$ cat config.mk
export PLATFORM = sky130hd
export DESIGN_NAME = hram_port_arbiter
export DESIGN_NICKNAME = d
export VERILOG_FILES = /design/src/rtl/hram_port_arbiter.sv
export SDC_FILE = /design/constraint.sdc
export NUM_CORES = 1
export LEC_CHECK = 0
export ABC_AREA = 1
export CAP_MARGIN = 20
export CORE_ASPECT_RATIO = 2
export CORE_MARGIN = 3
export CORE_UTILIZATION = 39
export CTS_CLUSTER_DIAMETER = 40
export DETAILED_ROUTE_END_ITERATION = 10
export PLACE_DENSITY = 0.89
export SLEW_MARGIN = 40
export SYNTH_ARGS = -nofsm -noshare
export SYNTH_HDL_FRONTEND = slang
export SYNTH_SLANG_ARGS = --single-unit
$ cat constraint.sdc
create_clock -name clk -period 5.9 [get_ports clk]
set_clock_uncertainty 0.05 [all_clocks]
set_input_delay 1.475 -clock clk [delete_from_list [all_inputs] [get_ports clk]]
set_output_delay 1.475 -clock clk [all_outputs]
set_load 0.01 [all_outputs]
$ cat src/rtl/hram_port_arbiter.sv
// Round-robin two-master Avalon-MM arbiter in front of the HyperRAM controller's s0 port.
// Each command goes out as a single-cycle strobe, followed by an enforced idle gap; lost reads time out.
module hram_port_arbiter #(
  parameter int ADDR_W        = 32,
  parameter int DATA_W        = 32,
  parameter int RD_TIMEOUT    = 1023,
  parameter int GAP_CYCLES    = 2,
  parameter int WR_GAP_CYCLES = 64
) (
  input  logic              clk,
  input  logic              rst,
  input  logic [ADDR_W-1:0] m0_address,
  input  logic              m0_read,
  input  logic              m0_write,
  input  logic [DATA_W-1:0] m0_writedata,
  output logic [DATA_W-1:0] m0_readdata,
  output logic              m0_readdatavalid,
  output logic              m0_waitrequest,
  input  logic [ADDR_W-1:0] m1_address,
  input  logic              m1_read,
  input  logic              m1_write,
  input  logic [DATA_W-1:0] m1_writedata,
  output logic [DATA_W-1:0] m1_readdata,
  output logic              m1_readdatavalid,
  output logic              m1_waitrequest,
  output logic [ADDR_W-1:0] s_address,
  output logic              s_read,
  output logic              s_write,
  output logic [DATA_W-1:0] s_writedata,
  input  logic [DATA_W-1:0] s_readdata,
  input  logic              s_readdatavalid,
  input  logic              s_waitrequest,
  output logic              busy,
  output logic [7:0]        err_count
);

  localparam int TMAX_A = (RD_TIMEOUT > WR_GAP_CYCLES) ? RD_TIMEOUT : WR_GAP_CYCLES;
  localparam int TMAX   = (TMAX_A > GAP_CYCLES) ? TMAX_A : GAP_CYCLES;
  localparam int TW     = $clog2(TMAX + 1);

  localparam logic [TW-1:0]     TO_LAST  = TW'(RD_TIMEOUT - 1);
  localparam logic [TW-1:0]     RD_GAP   = TW'(GAP_CYCLES);
  localparam logic [TW-1:0]     WR_GAP   = TW'(WR_GAP_CYCLES);
  localparam logic [DATA_W-1:0] ERR_DATA = DATA_W'(32'hDEAD_BEEF);

  typedef enum logic [1:0] {IDLE, ISSUE, RD_WAIT, GAP} state_t;

  state_t            state_q, state_d;
  logic              grant_q, grant_d;
  logic              last_grant_q, last_grant_d;
  logic              cmd_read_q, cmd_read_d;
  logic [ADDR_W-1:0] addr_q, addr_d;
  logic [DATA_W-1:0] wdata_q, wdata_d;
  logic [TW-1:0]     timer_q, timer_d;
  logic [7:0]        err_q, err_d;
  logic [DATA_W-1:0] rdata0_q, rdata0_d, rdata1_q, rdata1_d;
  logic              rvalid0_q, rvalid0_d, rvalid1_q, rvalid1_d;

  logic              req0, req1, pick;
  logic [DATA_W-1:0] resp_data;

  assign req0      = m0_read | m0_write;
  assign req1      = m1_read | m1_write;
  // On a tie the master that was not served last wins.
  assign pick      = (req0 && req1) ? ~last_grant_q : ~req0;
  assign resp_data = s_readdatavalid ? s_readdata : ERR_DATA;

  always_comb begin
    state_d      = state_q;
    grant_d      = grant_q;
    last_grant_d = last_grant_q;
    cmd_read_d   = cmd_read_q;
    addr_d       = addr_q;
    wdata_d      = wdata_q;
    timer_d      = timer_q;
    err_d        = err_q;
    rdata0_d     = rdata0_q;
    rdata1_d     = rdata1_q;
    rvalid0_d    = 1'b0;
    rvalid1_d    = 1'b0;
    case (state_q)
      IDLE: begin
        if (req0 || req1) begin
          grant_d    = pick;
          cmd_read_d = pick ? m1_read : m0_read;
          addr_d     = pick ? m1_address : m0_address;
          wdata_d    = pick ? m1_writedata : m0_writedata;
          state_d    = ISSUE;
        end
      end
      ISSUE: begin
        if (!s_waitrequest) begin
          if (cmd_read_q) begin
            timer_d = '0;
            state_d = RD_WAIT;
          end else begin
            timer_d = WR_GAP;
            state_d = GAP;
          end
        end
      end
      RD_WAIT: begin
        // Real data beats a timeout landing in the same cycle.
        if (s_readdatavalid || timer_q == TO_LAST) begin
          if (grant_q) begin
            rdata1_d  = resp_data;
            rvalid1_d = 1'b1;
          end else begin
            rdata0_d  = resp_data;
            rvalid0_d = 1'b1;
          end
          if (!s_readdatavalid && err_q != 8'hFF) err_d = err_q + 8'd1;
          timer_d = RD_GAP;
          state_d = GAP;
        end else begin
          timer_d = timer_q + TW'(1);
        end
      end
      GAP: begin
        if (timer_q <= TW'(1)) begin
          last_grant_d = grant_q;
          state_d      = IDLE;
        end else begin
          timer_d = timer_q - TW'(1);
        end
      end
      default: state_d = IDLE;
    endcase
  end

  always_ff @(posedge clk or posedge rst) begin
    if (rst) begin
      state_q      <= IDLE;
      grant_q      <= 1'b0;
      last_grant_q <= 1'b1;
      cmd_read_q   <= 1'b0;
      addr_q       <= '0;
      wdata_q      <= '0;
      timer_q      <= '0;
      err_q        <= '0;
      rdata0_q     <= '0;
      rdata1_q     <= '0;
      rvalid0_q    <= 1'b0;
      rvalid1_q    <= 1'b0;
    end else begin
      state_q      <= state_d;
      grant_q      <= grant_d;
      last_grant_q <= last_grant_d;
      cmd_read_q   <= cmd_read_d;
      addr_q       <= addr_d;
      wdata_q      <= wdata_d;
      timer_q      <= timer_d;
      err_q        <= err_d;
      rdata0_q     <= rdata0_d;
      rdata1_q     <= rdata1_d;
      rvalid0_q    <= rvalid0_d;
      rvalid1_q    <= rvalid1_d;
    end
  end

  assign s_address        = addr_q;
  assign s_writedata      = wdata_q;
  assign s_read           = (state_q == ISSUE) &&  cmd_read_q;
  assign s_write          = (state_q == ISSUE) && !cmd_read_q;
  assign m0_waitrequest   = !((state_q == ISSUE) && !grant_q && !s_waitrequest);
  assign m1_waitrequest   = !((state_q == ISSUE) &&  grant_q && !s_waitrequest);
  assign m0_readdata      = rdata0_q;
  assign m1_readdata      = rdata1_q;
  assign m0_readdatavalid = rvalid0_q;
  assign m1_readdatavalid = rvalid1_q;
  assign busy             = (state_q != IDLE);
  assign err_count        = err_q;

endmodule
## Word-level counts from Yosys, hierarchy flattened

Cells that the tools add are included.

| storage, ports and cells | value |
|---|---|
| ROM bits | 0 |
| latch bits | 0 |
| output and inout bits | 143 |
| memories kept | 0 |
| logic and storage cells | 79 |
| bits in writable memories | 0 |
| flip-flop bits (word level) | 153 |

| cells by class | value |
|---|---|
| div/mod/pow operators | 0 |
| $mul | 0 |
| reductions and logical operators | 26 |
| mux-type cells | 22 |
| magnitude comparators | 1 |
| shifts and indexed selects | 0 |
| eq/ne operators | 10 |
| bitwise gates (word level) | 5 |
| add/subtract/negate cells | 3 |

Operators with widths:

| operator | number |
|---|---|
| 32-bit 2-to-1 mux | 3 |
| 10-bit 2-to-1 mux | 3 |
| 10-bit case mux with 3 select lines | 1 |
| 3-bit AND reduction | 4 |
| 10-bit by 1-bit adder with 10-bit output (second input constant) | 1 |
| 10-bit == test (second input constant) | 1 |
| 10-bit by 1-bit <= comparator with 1-bit output (second input constant) | 1 |
| 2-bit != test (second input constant) | 5 |
| 10-bit by 1-bit subtractor with 10-bit output (second input constant) | 1 |
| 1-bit 2-to-1 mux | 9 |
| 8-bit by 1-bit adder with 8-bit output (second input constant) | 1 |
| 1-bit logical AND | 8 |
| 2-bit 2-to-1 mux | 4 |
| 8-bit != test (second input constant) | 1 |
| 2-bit case mux with 4 select lines | 1 |
| 7-bit 2-to-1 mux | 1 |
| 1-bit zero test | 6 |
| 2-bit == test (second input constant) | 2 |
| 2-bit AND reduction | 2 |
| 4-bit AND reduction | 1 |
| 1-bit inverter | 3 |
| 3-bit nonzero test | 1 |
| 2-bit by 1-bit == test with 1-bit output (second input constant) | 1 |
| 2-bit zero test | 1 |
| 3 further kinds | 5 |

## Logic depth before layout (Yosys ltp)

| logic depth | value |
|---|---|
| depth after elaboration | 4 |
| depth in mapped cells | 11 |
| gate-level depth less buffers | 11 |

## Least setup slack after synthesis

OpenSTA, ideal clock, no wires.

| timing path | value |
|---|---|
| kind | input port to output port |
| from | in s_waitrequest |
| to | out m0_waitrequest |
| path buffers | 0 |
| path slack | 2.719 ns |
| arrival time | 1.656 ns |
| cell stages on the path | 2 |
| data required time | 4.375 ns |
| cell sequence | inv_1 nand3_1 |

| on the way | value |
|---|---|
| cells in the longest elaborated chain, start to end | 3 |

RTL lines:

| element | line | text |
|---|---|---|
| start: declaration | 32 | `input logic s_waitrequest,` |
| 1-bit zero test | 165 | `assign m0_waitrequest = !((state_q == ISSUE) && !grant_q && !s_waitrequest);` |
| 1-bit logical AND | 165 |  |
| 1-bit zero test | 165 |  |
| end: declaration | 18 | `output logic m0_waitrequest,` |

Every way passes these cells.

## Worst setup path after layout

| timing path | value |
|---|---|
| from | in s_waitrequest |
| to | out m1_waitrequest |

| on the way | value |
|---|---|
| cells in the longest elaborated chain, start to end | 3 |

RTL lines:

| element | line | text |
|---|---|---|
| 1-bit zero test | 166 | `assign m1_waitrequest = !((state_q == ISSUE) && grant_q && !s_waitrequest);` |
| 1-bit logical AND | 166 |  |
| 1-bit zero test | 166 |  |
| end: declaration | 25 | `output logic m1_waitrequest,` |

Every way passes these cells.

==> results.sh <==
export IMPL_worst_case_reg_to_reg_path_depth=10
export IMPL_grt_util_met2=0.417
export IMPL_clock_transition_at_the_registers_of_the_reported_paths_ps=70
export IMPL_num_nets_final=1388
export IMPL_maxCapViolCount=0
export IMPL_antenna_found_initial=0
export IMPL_cts_root_buffer_cell="clkbuf_16"
export IMPL_layout_worst_path_cycle_share=0.708
export IMPL_synth_cells=924
export IMPL_post_synth_main_area_contributors="dfrtp_1 52%, nand2_1 17%, o21ai_0 9.1%, nor2_1 4.7%, inv_1 2.5%"
export IMPL_tightest_slew_ps=809
export IMPL_cp_max_fo=3
export IMPL_net_count_synth=1101
export IMPL_cp_start_kind="input pin"
export IMPL_yosysWarnings=0
export IMPL_die_width_um=103
export IMPL_count_of_flip_flops_with_a_built_in_enable_after_synthesis=0
export IMPL_timing_final_crit_period_ps=4180
export IMPL_detail_route_wl_per_cell_um=16.5
export IMPL_rsz0062_at_grt="false"
export IMPL_viasPerCell=5.11
export IMPL_dieArea_um2=20500
export IMPL_status="completed"
export IMPL_number_of_levels_in_the_clock_h_tree=4
export IMPL_drt_total_wl_um=23800
export IMPL_cts_buffers_inserted=17
export IMPL_use_met3=0.0531
export IMPL_synthesis_area_um2=7300
export IMPL_grt_remaining_overflow=0
export IMPL_grt_pass1_vias=7575
export IMPL_arrival_ps=2650
export IMPL_synthFlopType="dfrtp_1"
export IMPL_antenna_violating_nets_post_route=0
export IMPL_gpl_final_weighted_congestion=0.869
export IMPL_totalNegativeSetupSlack_ps=0
export IMPL_worst_hold_path_endpoint="m0_readdata[31]"
export IMPL_cts_post_setup_buffers_inserted=0
export IMPL_start_util=0.399
export IMPL_crit_reg2reg_capture="m0_readdata[28]"
export IMPL_reg2reg_from="timer_q[0]"
export IMPL_detailedPlacementHpwl_um=17800
export IMPL_fmaxAchievable_mhz=239
export IMPL_antennaDiodeCount=0
export IMPL_unique_masters_post_synth=31
export IMPL_hold_depth=2
export IMPL_synth_largest_area_cell="dfrtp_1"
export IMPL_timing_final_setup_violations=0
export IMPL_top_area_cell_type_share_of_the_netlist_area=0.521
export IMPL_detailedRoute_firstPassIterationCount=5
export IMPL_mostFrequentLayoutCell="nand2_1"
export IMPL_grt_total_usage=0.234
export IMPL_rrSetupSlack_ps=3390
export IMPL_largest_net_degree_at_the_start_of_global_routing=100
export IMPL_grt_pass1_wl_um=37300
export IMPL_maxSlewHeadroom=0.460
export IMPL_power_per_cell_area_nw_per_um2=507
export IMPL_path_class="in -> out"
export IMPL_placement_io_buffers=310
export IMPL_required_ps=4380
export IMPL_placement_rows=70
export IMPL_register_area_share_after_synthesis=0.525
export IMPL_postCtsHoldBufs=0
export IMPL_design_core_area_um2=18300
export IMPL_ir_drop_mv=0.279
export IMPL_via_count=7365
export IMPL_drc=0
export IMPL_ys_ff_latch=153
export IMPL_leakage_power_of_the_design_nw=5.05
export IMPL_clk_insertion_delay_late_ps=420
export IMPL_clock_sinks=153
export IMPL_area_growth_syn_to_layout_pct=52.2
export IMPL_hold_viol=0
export IMPL_floorplan_die_height_um=199
export IMPL_final_max_slew_violation_count=0
export IMPL_globalRoute_busiestLayer="met2"
export IMPL_post_synth_cell_area_avg_um2=7.90
export IMPL_asyncSetResetFlopFracSynth=1.00
export IMPL_hold_startpoint="m0_readdata[31]"
export IMPL_timing_critical_path_to_type="primary output"
export IMPL_gr_util_met1=0.237
export IMPL_drt_iter0_drc=248
export IMPL_holdCritPathClass="reg -> reg"
export IMPL_post_cts_resize_count=0
export IMPL_longest_clk_path_bufs=2
export IMPL_tritoncts="yes"
export IMPL_layout_common_cells="321 x nand2_1, 310 x clkdlybuf4s50_1, 152 x dfrtp_1, 132 x o21ai_0, 92 x nor2_1"
export IMPL_io_pin_count=311
export IMPL_holdWs_ps=435
export IMPL_post_route_cells_drive_above_1_share=0.0645
## state kept, by name, indices dropped and copies added (netlist names)
register,flops
m0_readdata,32
state_q,2
cmd_read_q,1
m0_readdatavalid,1
m1_readdatavalid,1
grant_q,1
err_count,8
s_writedata,32
timer_q,10
last_grant_q,1
s_address,32
m1_readdata,32
## stage by stage
step / power [W] / instance area (um^2) / util / setup WS (ps) / std cells
after floorplan: 0.00311 / 7300 / - / 255 / 924
after global routing: 0.00601 / 11100 / 0.606 / 1660 / 1440
after global placement: 0.00445 / 10500 / 0.573 / 1760 / 1408
after CTS: 0.00568 / 11100 / 0.606 / 1710 / 1440
final: 0.00563 / 11100 / 0.606 / 1720 / 1440
after detailed placement: 0.00454 / 10500 / 0.574 / 1710 / 1408
## area by class of cell
type                       instances  area, um^2
fill                            1487        7200
sequential                       153        3830
timing repair buffer             316        3150
multi-input combinational        672        3050
clock buffer                      17         425
tap                              216         270
inverter                          51         204
clock inverter                    15         175
## metal layers
layer / part of all wire / vias up
li1: - / 3513
met5: 0 / -
met2: 0.54 / 331
met1: 0.33 / 3431
met4: 0.074 / 0
met3: 0.063 / 90
## logic make-up (layout without fill, tap and decap cells)
kind of cell,Yosys count,count (layout),synth area share
AND/OR/NAND/NOR,487,487,0.275
AO/OA/AOI/OAI,170,170,0.118
flip-flops,153,153,0.525
buffers and inverters,99,399,0.0593
adder cells (fa/ha/maj),9,9,0.0154
XOR/XNOR,6,6,0.00720
## critical path: stages
cell and delay [ps]:
clkdlybuf4s50_1 480, inv_1 70, nand3_1 80, clkdlybuf4s50_1 560
## how the worst max path moves through the flow
stage	slack [ps]	to	start
finish	1720	m1_waitrequest	s_waitrequest
detailed placement	1710	m1_waitrequest	s_waitrequest
global route	1660	m1_waitrequest	s_waitrequest
global placement	1760	m0_waitrequest	s_waitrequest
floorplan	260	cmd_read_q	rst
CTS	1710	m1_waitrequest	s_waitrequest
## power breakdown
part           total (W)  internal, W  switching [W]
Clock            0.00111     0.000607       0.000503
Sequential       0.00186      0.00154       0.000324
Combinational    0.00266      0.00127        0.00139
## synthesized netlist by cell type (all sizes together) (2+ instances only)
master  count
a21oi       2
buf        26
clkbuf     22
clkinv      2
dfrtp     152
ha          9
inv        49
nand2     326
nand3      32
nand4       7
nor2       93
nor3        2
o21ai     164
o22ai       2
or2        25
xor2        5
No activity file was read; power rests on OpenSTA's default activity.
